File: src/rtl/axi_input_adapter_if.sv
// AXI-Stream element channel feeding the matrix operand adapter.
interface axi_input_adapter_if #(
  parameter int DATA_W = 8
) ();
  logic              tvalid;
  logic              tready;
  logic [DATA_W-1:0] tdata;
  logic              tlast;

  modport master (output tvalid, output tdata, output tlast, input  tready);
  modport slave  (input  tvalid, input  tdata, input  tlast, output tready);
endinterface

File: src/rtl/axi_input_adapter.sv
// Collects an A then B N*N matrix from an AXI-Stream into operand buffers.
// Define AXI_IN_TLAST_CHECK_EN to enable tlast framing checks with resync.
module axi_input_adapter #(
  parameter int DATA_W = 8,
  parameter int N      = 4
) (
  input  logic                               clk,
  input  logic                               rst_n,
  input  logic                               enable,
  input  logic                               consume,
  axi_input_adapter_if.slave                 s_axis,
  output logic [N-1:0][N-1:0][DATA_W-1:0]    a_mat,
  output logic [N-1:0][N-1:0][DATA_W-1:0]    b_mat,
  output logic                               mat_valid,
  output logic                               tlast_err
);
  localparam int NN = N * N;
  localparam int CW = (NN > 1) ? $clog2(NN) : 1;
  localparam logic [CW-1:0] LAST = CW'(NN - 1);

  typedef enum logic [1:0] {IDLE, LOAD_A, LOAD_B, FULL} state_e;

  state_e          state_q, state_d;
  logic [CW-1:0]   cnt_q, cnt_d;
  logic            hs, last_el, wr_a, wr_b;

  assign s_axis.tready = rst_n & enable & ((state_q == LOAD_A) | (state_q == LOAD_B));
  assign hs            = s_axis.tvalid & s_axis.tready;
  assign last_el       = (cnt_q == LAST);
  assign wr_a          = hs & (state_q == LOAD_A);
  assign wr_b          = hs & (state_q == LOAD_B);
  assign mat_valid     = (state_q == FULL);

`ifdef AXI_IN_TLAST_CHECK_EN
  logic err_q, err_d;
  assign tlast_err = err_q;
`else
  logic unused_tlast;
  assign unused_tlast = s_axis.tlast;
  assign tlast_err    = 1'b0;
`endif

  always_ff @(posedge clk) begin
    if (!rst_n) begin
      state_q <= IDLE;
      cnt_q   <= '0;
`ifdef AXI_IN_TLAST_CHECK_EN
      err_q   <= 1'b0;
`endif
    end else begin
      state_q <= state_d;
      cnt_q   <= cnt_d;
`ifdef AXI_IN_TLAST_CHECK_EN
      err_q   <= err_d;
`endif
    end
  end

  always_comb begin
    state_d = state_q;
    cnt_d   = cnt_q;
`ifdef AXI_IN_TLAST_CHECK_EN
    err_d   = err_q;
`endif
    case (state_q)
      IDLE: state_d = LOAD_A;
      LOAD_A, LOAD_B: begin
        if (hs) begin
          if (last_el) begin
            cnt_d   = '0;
            state_d = (state_q == LOAD_A) ? LOAD_B : FULL;
          end else begin
            cnt_d = cnt_q + CW'(1);
          end
        end
      end
      FULL: if (consume) state_d = IDLE;
      default: state_d = IDLE;
    endcase
`ifdef AXI_IN_TLAST_CHECK_EN
    // A misframed beat restarts the whole A/B pair so the next beat is A[0][0].
    if (hs && (s_axis.tlast != last_el)) begin
      err_d   = 1'b1;
      state_d = LOAD_A;
      cnt_d   = '0;
    end
`endif
    // Dropping enable wins over everything, including consume.
    if (!enable) begin
      state_d = IDLE;
      cnt_d   = '0;
    end
  end

  // One register pair per element, written only when the counter selects it.
  for (genvar k = 0; k < NN; k++) begin : g_el
    logic [DATA_W-1:0] a_q, b_q;
    logic              sel;
    assign sel = (cnt_q == CW'(k));
    always_ff @(posedge clk) begin
      if (!rst_n) begin
        a_q <= '0;
        b_q <= '0;
      end else begin
        if (wr_a && sel) a_q <= s_axis.tdata;
        if (wr_b && sel) b_q <= s_axis.tdata;
      end
    end
    assign a_mat[k/N][k%N] = a_q;
    assign b_mat[k/N][k%N] = b_q;
  end
endmodule

File: src/flat_wrapper.sv
// flat-port wrapper written by rule: the top's interface ports become plain ports
module axi_input_adapter_flat 
#(
  parameter int DATA_W = 8,
  parameter int N      = 4
)
  (clk, rst_n, enable, consume, a_mat, b_mat, mat_valid, tlast_err, s_axis_tvalid, s_axis_tdata, s_axis_tlast, s_axis_tready);
  axi_input_adapter_if #(.DATA_W(DATA_W)) s_axis_i ();
  input  logic clk;
  input  logic rst_n;
  input  logic enable;
  input  logic consume;
  output logic [N-1:0][N-1:0][DATA_W-1:0] a_mat;
  output logic [N-1:0][N-1:0][DATA_W-1:0] b_mat;
  output logic mat_valid;
  output logic tlast_err;
  input wire logic [$bits(s_axis_i.tvalid)-1:0] s_axis_tvalid;
  input wire logic [$bits(s_axis_i.tdata)-1:0] s_axis_tdata;
  input wire logic [$bits(s_axis_i.tlast)-1:0] s_axis_tlast;
  output wire logic [$bits(s_axis_i.tready)-1:0] s_axis_tready;
  assign s_axis_i.tvalid = s_axis_tvalid;
  assign s_axis_i.tdata = s_axis_tdata;
  assign s_axis_i.tlast = s_axis_tlast;
  assign s_axis_tready = s_axis_i.tready;
  axi_input_adapter #(.DATA_W(DATA_W), .N(N)) u_core (.clk(clk), .rst_n(rst_n), .enable(enable), .consume(consume), .s_axis(s_axis_i), .a_mat(a_mat), .b_mat(b_mat), .mat_valid(mat_valid), .tlast_err(tlast_err));
endmodule
File: config.mk
export PLATFORM = sky130hd
export DESIGN_NAME = axi_input_adapter_flat
export DESIGN_NICKNAME = d
export VERILOG_FILES = /design/src/rtl/axi_input_adapter_if.sv /design/src/rtl/axi_input_adapter.sv /design/src/flat_wrapper.sv
export SDC_FILE = /design/constraint.sdc
export NUM_CORES = 1
export LEC_CHECK = 0
export CORE_MARGIN = 2
export CORE_UTILIZATION = 40
export CTS_CLUSTER_SIZE = 12
export DETAILED_ROUTE_END_ITERATION = 8
export HOLD_SLACK_MARGIN = 0.15
export PLACE_DENSITY = 0.69
export SLEW_MARGIN = 20
export SYNTH_ARGS = -nofsm -noshare
export SYNTH_HDL_FRONTEND = slang
export SYNTH_SLANG_ARGS = --single-unit
export TNS_END_PERCENT = 1
File: constraint.sdc
create_clock -name clk -period 3.8 [get_ports clk]
set_clock_uncertainty 0.15 [all_clocks]
set_input_delay 0.38 -clock clk [delete_from_list [all_inputs] [get_ports clk]]
set_output_delay 0.38 -clock clk [all_outputs]
set_load 0.005 [all_outputs]
# [After elaboration in Yosys (flattened, before gate mapping)]
# Cells that the tools add are included.
# Widths: inputs -> output; s select.
[classes] addsub=1 eq_ne=21 n_mux=6 n_bitwise=6 reduce_logical=38
[op_table] op="$eq 4x4->1 const B" count=8
[op_table] op="$logic_and 1x1->1" count=32
[op_table] op="$eq 4x3->1 const B" count=4
[op_table] op="$eq 4x2->1 const B" count=2
[op_table] op="$mux 2" count=3
[op_table] op="$pmux 2 s3" count=1
[op_table] op="$and 1x1->1" count=5
[op_table] op="$add 4x1->4 const B" count=1
[op_table] op="$eq 2x2->1 const B" count=2
[op_table] op="$eq 4x1->1 const B" count=1
[op_table] op="$logic_not 4->1" count=1
[op_table] op="$mux 4" count=1
[op_table] op="$ne 2x1->1 const B" count=2
[op_table] op="$reduce_and 2->1" count=2
[op_table] op="$reduce_and 3->1" count=1
[op_table] op="$eq 2x1->1 const B" count=1
[op_table] op="$logic_not 2->1" count=1
[op_table] op="$ne 2x2->1 const B" count=1
[op_table] op="$reduce_or 2->1" count=1
[op_table] op="$mux 1" count=1
[op_table] op="$or 1x1->1" count=1
[totals] regBits=262 in_bits=14 out_inout_bits=259

# [Depth between registers and ports, before layout]
[logic_depth] depth_word=6 mapped_depth=9 depth_no_buf=6

# [Least setup slack after synthesis]
# Ideal clock, no wire load.
[synth_path] path_kind="reg2reg" start="reg u_core.state_q[0]" end="reg u_core.g_el[2].a_q[4]" arrival_ns=1.794 required_time_ns=3.527 slack_ns=1.734 stages_incl_launch_ff=8 n_path_buf=2 period_less_slack_ns=2.066 path_cell_list="dfxtp_1 inv_1 ha_1 buf_2 nand4b_2 nor4_4 buf_2 o21ai_0"
[synth_via] elab_chain_cells=6
[synth_lines] item="start: declaration" line_no="axi_input_adapter.sv:23" source="state_e state_q, state_d;"
[synth_lines] item="start signal: assignment" line_no="axi_input_adapter.sv:51" source="state_q <= state_d;"
[synth_lines] item="$eq 2x1->1 / $eq 2x2->1 (equally long branches)" line_no="axi_input_adapter.sv:27, axi_input_adapter.sv:30"
[synth_lines] item="$or 1x1->1" line_no="axi_input_adapter.sv:27" source="assign s_axis.tready = rst_n & enable & ((state_q == LOAD_A) | (state_q == LOAD_B));"
[synth_lines] item="$and 1x1->1" line_no="axi_input_adapter.sv:27"
[synth_lines] item="$and 1x1->1" line_no="axi_input_adapter.sv:28" source="assign hs = s_axis.tvalid & s_axis.tready;"
[synth_lines] item="$and 1x1->1 *" line_no="axi_input_adapter.sv:30" source="assign wr_a = hs & (state_q == LOAD_A);"
[synth_lines] item="$logic_and 1x1->1 *" line_no="axi_input_adapter.sv:105" source="if (wr_a && sel) a_q <= s_axis.tdata;"
[synth_lines] item="end signal: assignment" line_no="axi_input_adapter.sv:105"
[synth_lines] item="end: declaration" line_no="axi_input_adapter.sv:97" source="logic [DATA_W-1:0] a_q, b_q;"
# Mark *: on every way between the ends. The rest lies on a longest branch, timed or not.
# A chain may end at the register's enable or synchronous reset.

# [Final worst setup path]
[layout_path] start="in rst_n" end="out s_axis_tready"
[layout_via] elab_chain_cells=2
[layout_lines] item="start: declaration" line_no="flat_wrapper.sv:10" source="input logic rst_n;"
[layout_lines] item="$and 1x1->1 (2 in a row)" line_no="axi_input_adapter.sv:27"
[layout_lines] item="end: declaration" line_no="flat_wrapper.sv:20" source="output wire logic [$bits(s_axis_i.tready)-1:0] s_axis_tready;"
# Every way passes these cells.

==> out/qor.csv <==
stage,metric,value,unit
logic_synthesis,synthDistinctLibCells,46,
logic_synthesis,synth_xor_area_share,0.0908,%
floorplanning,core,23500,um^2
drt,ant_nets,0,
logic_synthesis,synth_seq_cells,262,
worst_setup_path,crit_buf_inv,3,
worst_setup_path,critPathLaunchType,primary input,
pwr,p_total,5.53,mW
floorplanning,die_h,159,um
worst_setup_path,cp-end-kind,primary output,
clock_tree,cts_max_level,1,
logic_synthesis,synth_area,9640,um^2
floorplanning,num_io_pins,273,
grt,grt_pass1_wl,43900,um
logic_synthesis,synth_top_family_by_area,simple AND/OR/NAND/NOR gates,
clock_tree,worstSkewPairLatency,0.53,ns
logic_synthesis,synth_top_area_cell,dfxtp_1,
worst_setup_path,worstSetupPathType,primary input to primary output,
worst_setup_path,cp_data_arrival_time,2.18,ns
pwr,switching_power,1.20,mW
worst_setup_path,crit_path_cell_trace,dlygate4sd3_1 -> buf_8 -> nand2_4 -> nor2_1 -> clkdlybuf4s50_1,
drt,vias,8206,
worst_setup_path,cp_top_family,buffers and inverters,
timing,drv_slew,0,
pwr,pwr-share-seq,49.7,%
clock_tree,cts.sinks,262,
floorplanning,row_count,56,
worst_setup_path,crit_fanout,53,
place,port_buffers,270,
timing,setup_ws,1.09,ns
place,post-dp-hpwl,18800,um
timing,finalCritPeriodShare,71.4,%
worst_setup_path,required,3.27,ns
worst_setup_path,cp_slowest_stage_delay,0.57,ns
logic_synthesis,yosys.area.top_type_share,54.4,%
logic_synthesis,ys_warn_count,0,
finish,drive_gt1_share,6.80,%
place,dp.cells,1577,
clock_tree,clk_pin_slew_worst_paths,0.05,ns
timing,relSlewSlack,34.1,%
finish,instances_no_fill,1627,
grt,gr-total-overflow,0,
pwr,pwr-share-clk,47.3,%
pwr,power_density,417,nW/um^2
logic_synthesis,synthCells,1076,
worst_setup_path,crit_path_top_delay_cell,dlygate4sd3_1,
drt,routedWlPerCell,17.5,um
job,maxCapViolCount,0,
grt,grt_usage,21.6,%
timing,fin_crit,2.71,ns
drt,vias_per_cell,5.04,
clock_tree,clockBufferDepth,3,
floorplanning,die-area,25400,um^2
grt,grt_max_degree,92,
min_path,holdCritPathClass,flop to flop,
finish,antennaDiodeCount,0,
timing,setup_tns,0,ns
logic_synthesis,synthTopCellsByArea,"dfxtp_1 (54%), o21ai_0 (11%), nand2_1 (8.8%)",
logic_synthesis,synthAdderAreaFrac,0.908,%
clock_tree,cts_inserted_buffers,28,
grt,antenna_found_initial,0,
clock_tree,postCtsSetupBuffers,0,
finish,layout.nets,1310,
grt,grt_pass1_vias,7522,
logic_synthesis,synth_fp_nets,1097,
drt,first_pass_iters,5,
drt,drc,0,
clock_tree,cts_root_buf,clkbuf_16,
pwr,comb_power_share,3.0,%
logic_synthesis,muxShareOfSynthArea,3.74,%
clock_tree,cts_tree,done,
finish,areaGrowthSynthToFinish,37.6,%
timing,setup_viol,0,
timing,hold_viol_final,0,
logic_synthesis,seq_area_frac_synth,54.4,%
timing,grt_setup_unrepaired,false,
timing,fmax,368,MHz
pwr,power.leakage,4.47,nW
pwr,internal_power,4.32,mW
place,pre_cts_slack,0.820,ns
worst_setup_path,ff2ff_setup_slack,1.16,ns
pwr,ir_drop,0.349,mV
logic_synthesis,synth-compound-area-share,12.0,%
floorplanning,die_x,159,um
logic_synthesis,avgSynthCellArea,8.96,um^2
pwr,netSwitchingFraction,21.8,%
logic_synthesis,yosys.area_share.simple,23.6,%
status,status,"finished, final reports clean",
timing,max_slew.worst_pin.slew,0.986,ns
floorplanning,start_util,41.0,%
place,place_congestion,0.833,
drt,drt_iter0_markers,529,
drt,finalWirelength,28500,um
## worst reg2reg max path: stages (launching register included)
cell	delay, ns
dfxtp_1	0.38
inv_1	0.08
ha_1	0.44
nor2b_2	0.79
nand4_4	0.34
nand3_1	0.20
o21ai_0	0.10
## state kept, by name, summed over array words and instances (netlist names)
signal and flops:
u_core.g_el.a_q 128, u_core.g_el.b_q 128, u_core.cnt_q 4, u_core.state_q 2
## synth_stat cells (all sizes together)
cell / number
a21oi: 2
a221oi: 1
a311oi: 1
a31o: 1
a31oi: 1
a41oi: 1
and2: 1
and2b: 2
and3: 4
and3b: 1
and4: 1
and4b: 1
buf: 50
clkbuf: 51
conb: 1
dfxtp: 262
ha: 7
inv: 4
mux2i: 36
nand2: 226
nand2b: 3
nand3: 154
nand4: 14
nand4b: 5
nor2: 10
nor2b: 1
nor3: 5
nor3b: 2
nor4: 3
o21ai: 220
o31ai: 1
or3: 3
xor2: 1
## kinds of logic (layout without fill, tap and decap cells)
kind of cell	Yosys count	count (layout)
adder cells (fa/ha/maj)	7	7
AO/OA/AOI/OAI	228	228
flip-flops	262	262
XOR/XNOR	1	1
AND/OR/NAND/NOR	436	436
buffers and inverters	105	337
multiplexers	36	36
other	1	1
## worst paths after layout
| kind | start | to | depth (start not counted) |
|---|---|---|---|
| max reg2reg | u_core.state_q[0] | u_core.g_el[0].b_q[5] | 6 |
| min reg2reg | u_core.g_el[8].a_q[4] | u_core.g_el[8].a_q[4] | 2 |
| max | rst_n | s_axis_tready | 5 |
| min | u_core.g_el[8].a_q[4] | u_core.g_el[8].a_q[4] | 2 |
## metal layers
| layer | GRT usage, % | routed length, um | up-vias |
|---|---|---|---|
| met5 | 0 | 0 | - |
| met3 | 6.72 | 2530 | 42 |
| met1 | 28.5 | 12400 | 3780 |
| met2 | 34.6 | 12900 | 297 |
| met4 | 5.50 | 642 | 0 |
| li1 | - | - | 4087 |
## per-stage QoR
stage	utilization, %	hold slack (ns)	area, um^2
after floorplan	-	0.295	9640
after global placement	52.5	0.287	12400
after detailed placement	52.5	0.294	12400
after CTS	56.3	0.302	13300
after global routing	56.3	0.319	13300
final	56.3	0.302	13300
## power groups by stage
| stage | logic [mW] | registers, mW | clock network [mW] |
|---|---|---|---|
| final | 0.165 | 2.75 | 2.61 |
| after global routing | 0.178 | 2.75 | 2.78 |
| after CTS | 0.167 | 2.75 | 2.67 |
| after detailed placement | 0.166 | 2.81 | 0 |
| after global placement | 0.166 | 2.81 | 0 |
| after floorplan | 0.103 | 2.81 | 0 |
## cell usage in the layout (no fill, tap or decap), types with 3 or more instances in the layout
master and instances:
and3_1 4, buf_4 13, clkbuf_1 8, clkbuf_16 29, clkbuf_8 8, clkdlybuf4s50_1 269, clkinv_2 3, dfxtp_1 262
ha_1 7, inv_1 4, mux2i_1 36, nand2_1 225, nand2b_1 3, nand3_1 154, nand4_1 5, nand4_4 9
nor2_1 3, nor2_2 4, nor2_4 3, nor3_4 3, nor4_4 3, o21ai_0 210, o21ai_1 10, or3_1 3
## cell type report
cell class | instances | area, um^2
multi-input cells | 709 | 3900
clock inverters | 4 | 22.5
inverters | 4 | 15.0
fillers | 2123 | 10300
clock buffers | 45 | 866
repair buffers | 284 | 2820
flip-flops and latches | 262 | 5250
well taps | 319 | 399
## timing repair
item | in CTS | in global routing
resized for setup | 0 | 0
endpoints found under the hold margin | 29 | 0
hold buffers | 1 | 0
No activity file was read; power rests on OpenSTA's default activity.
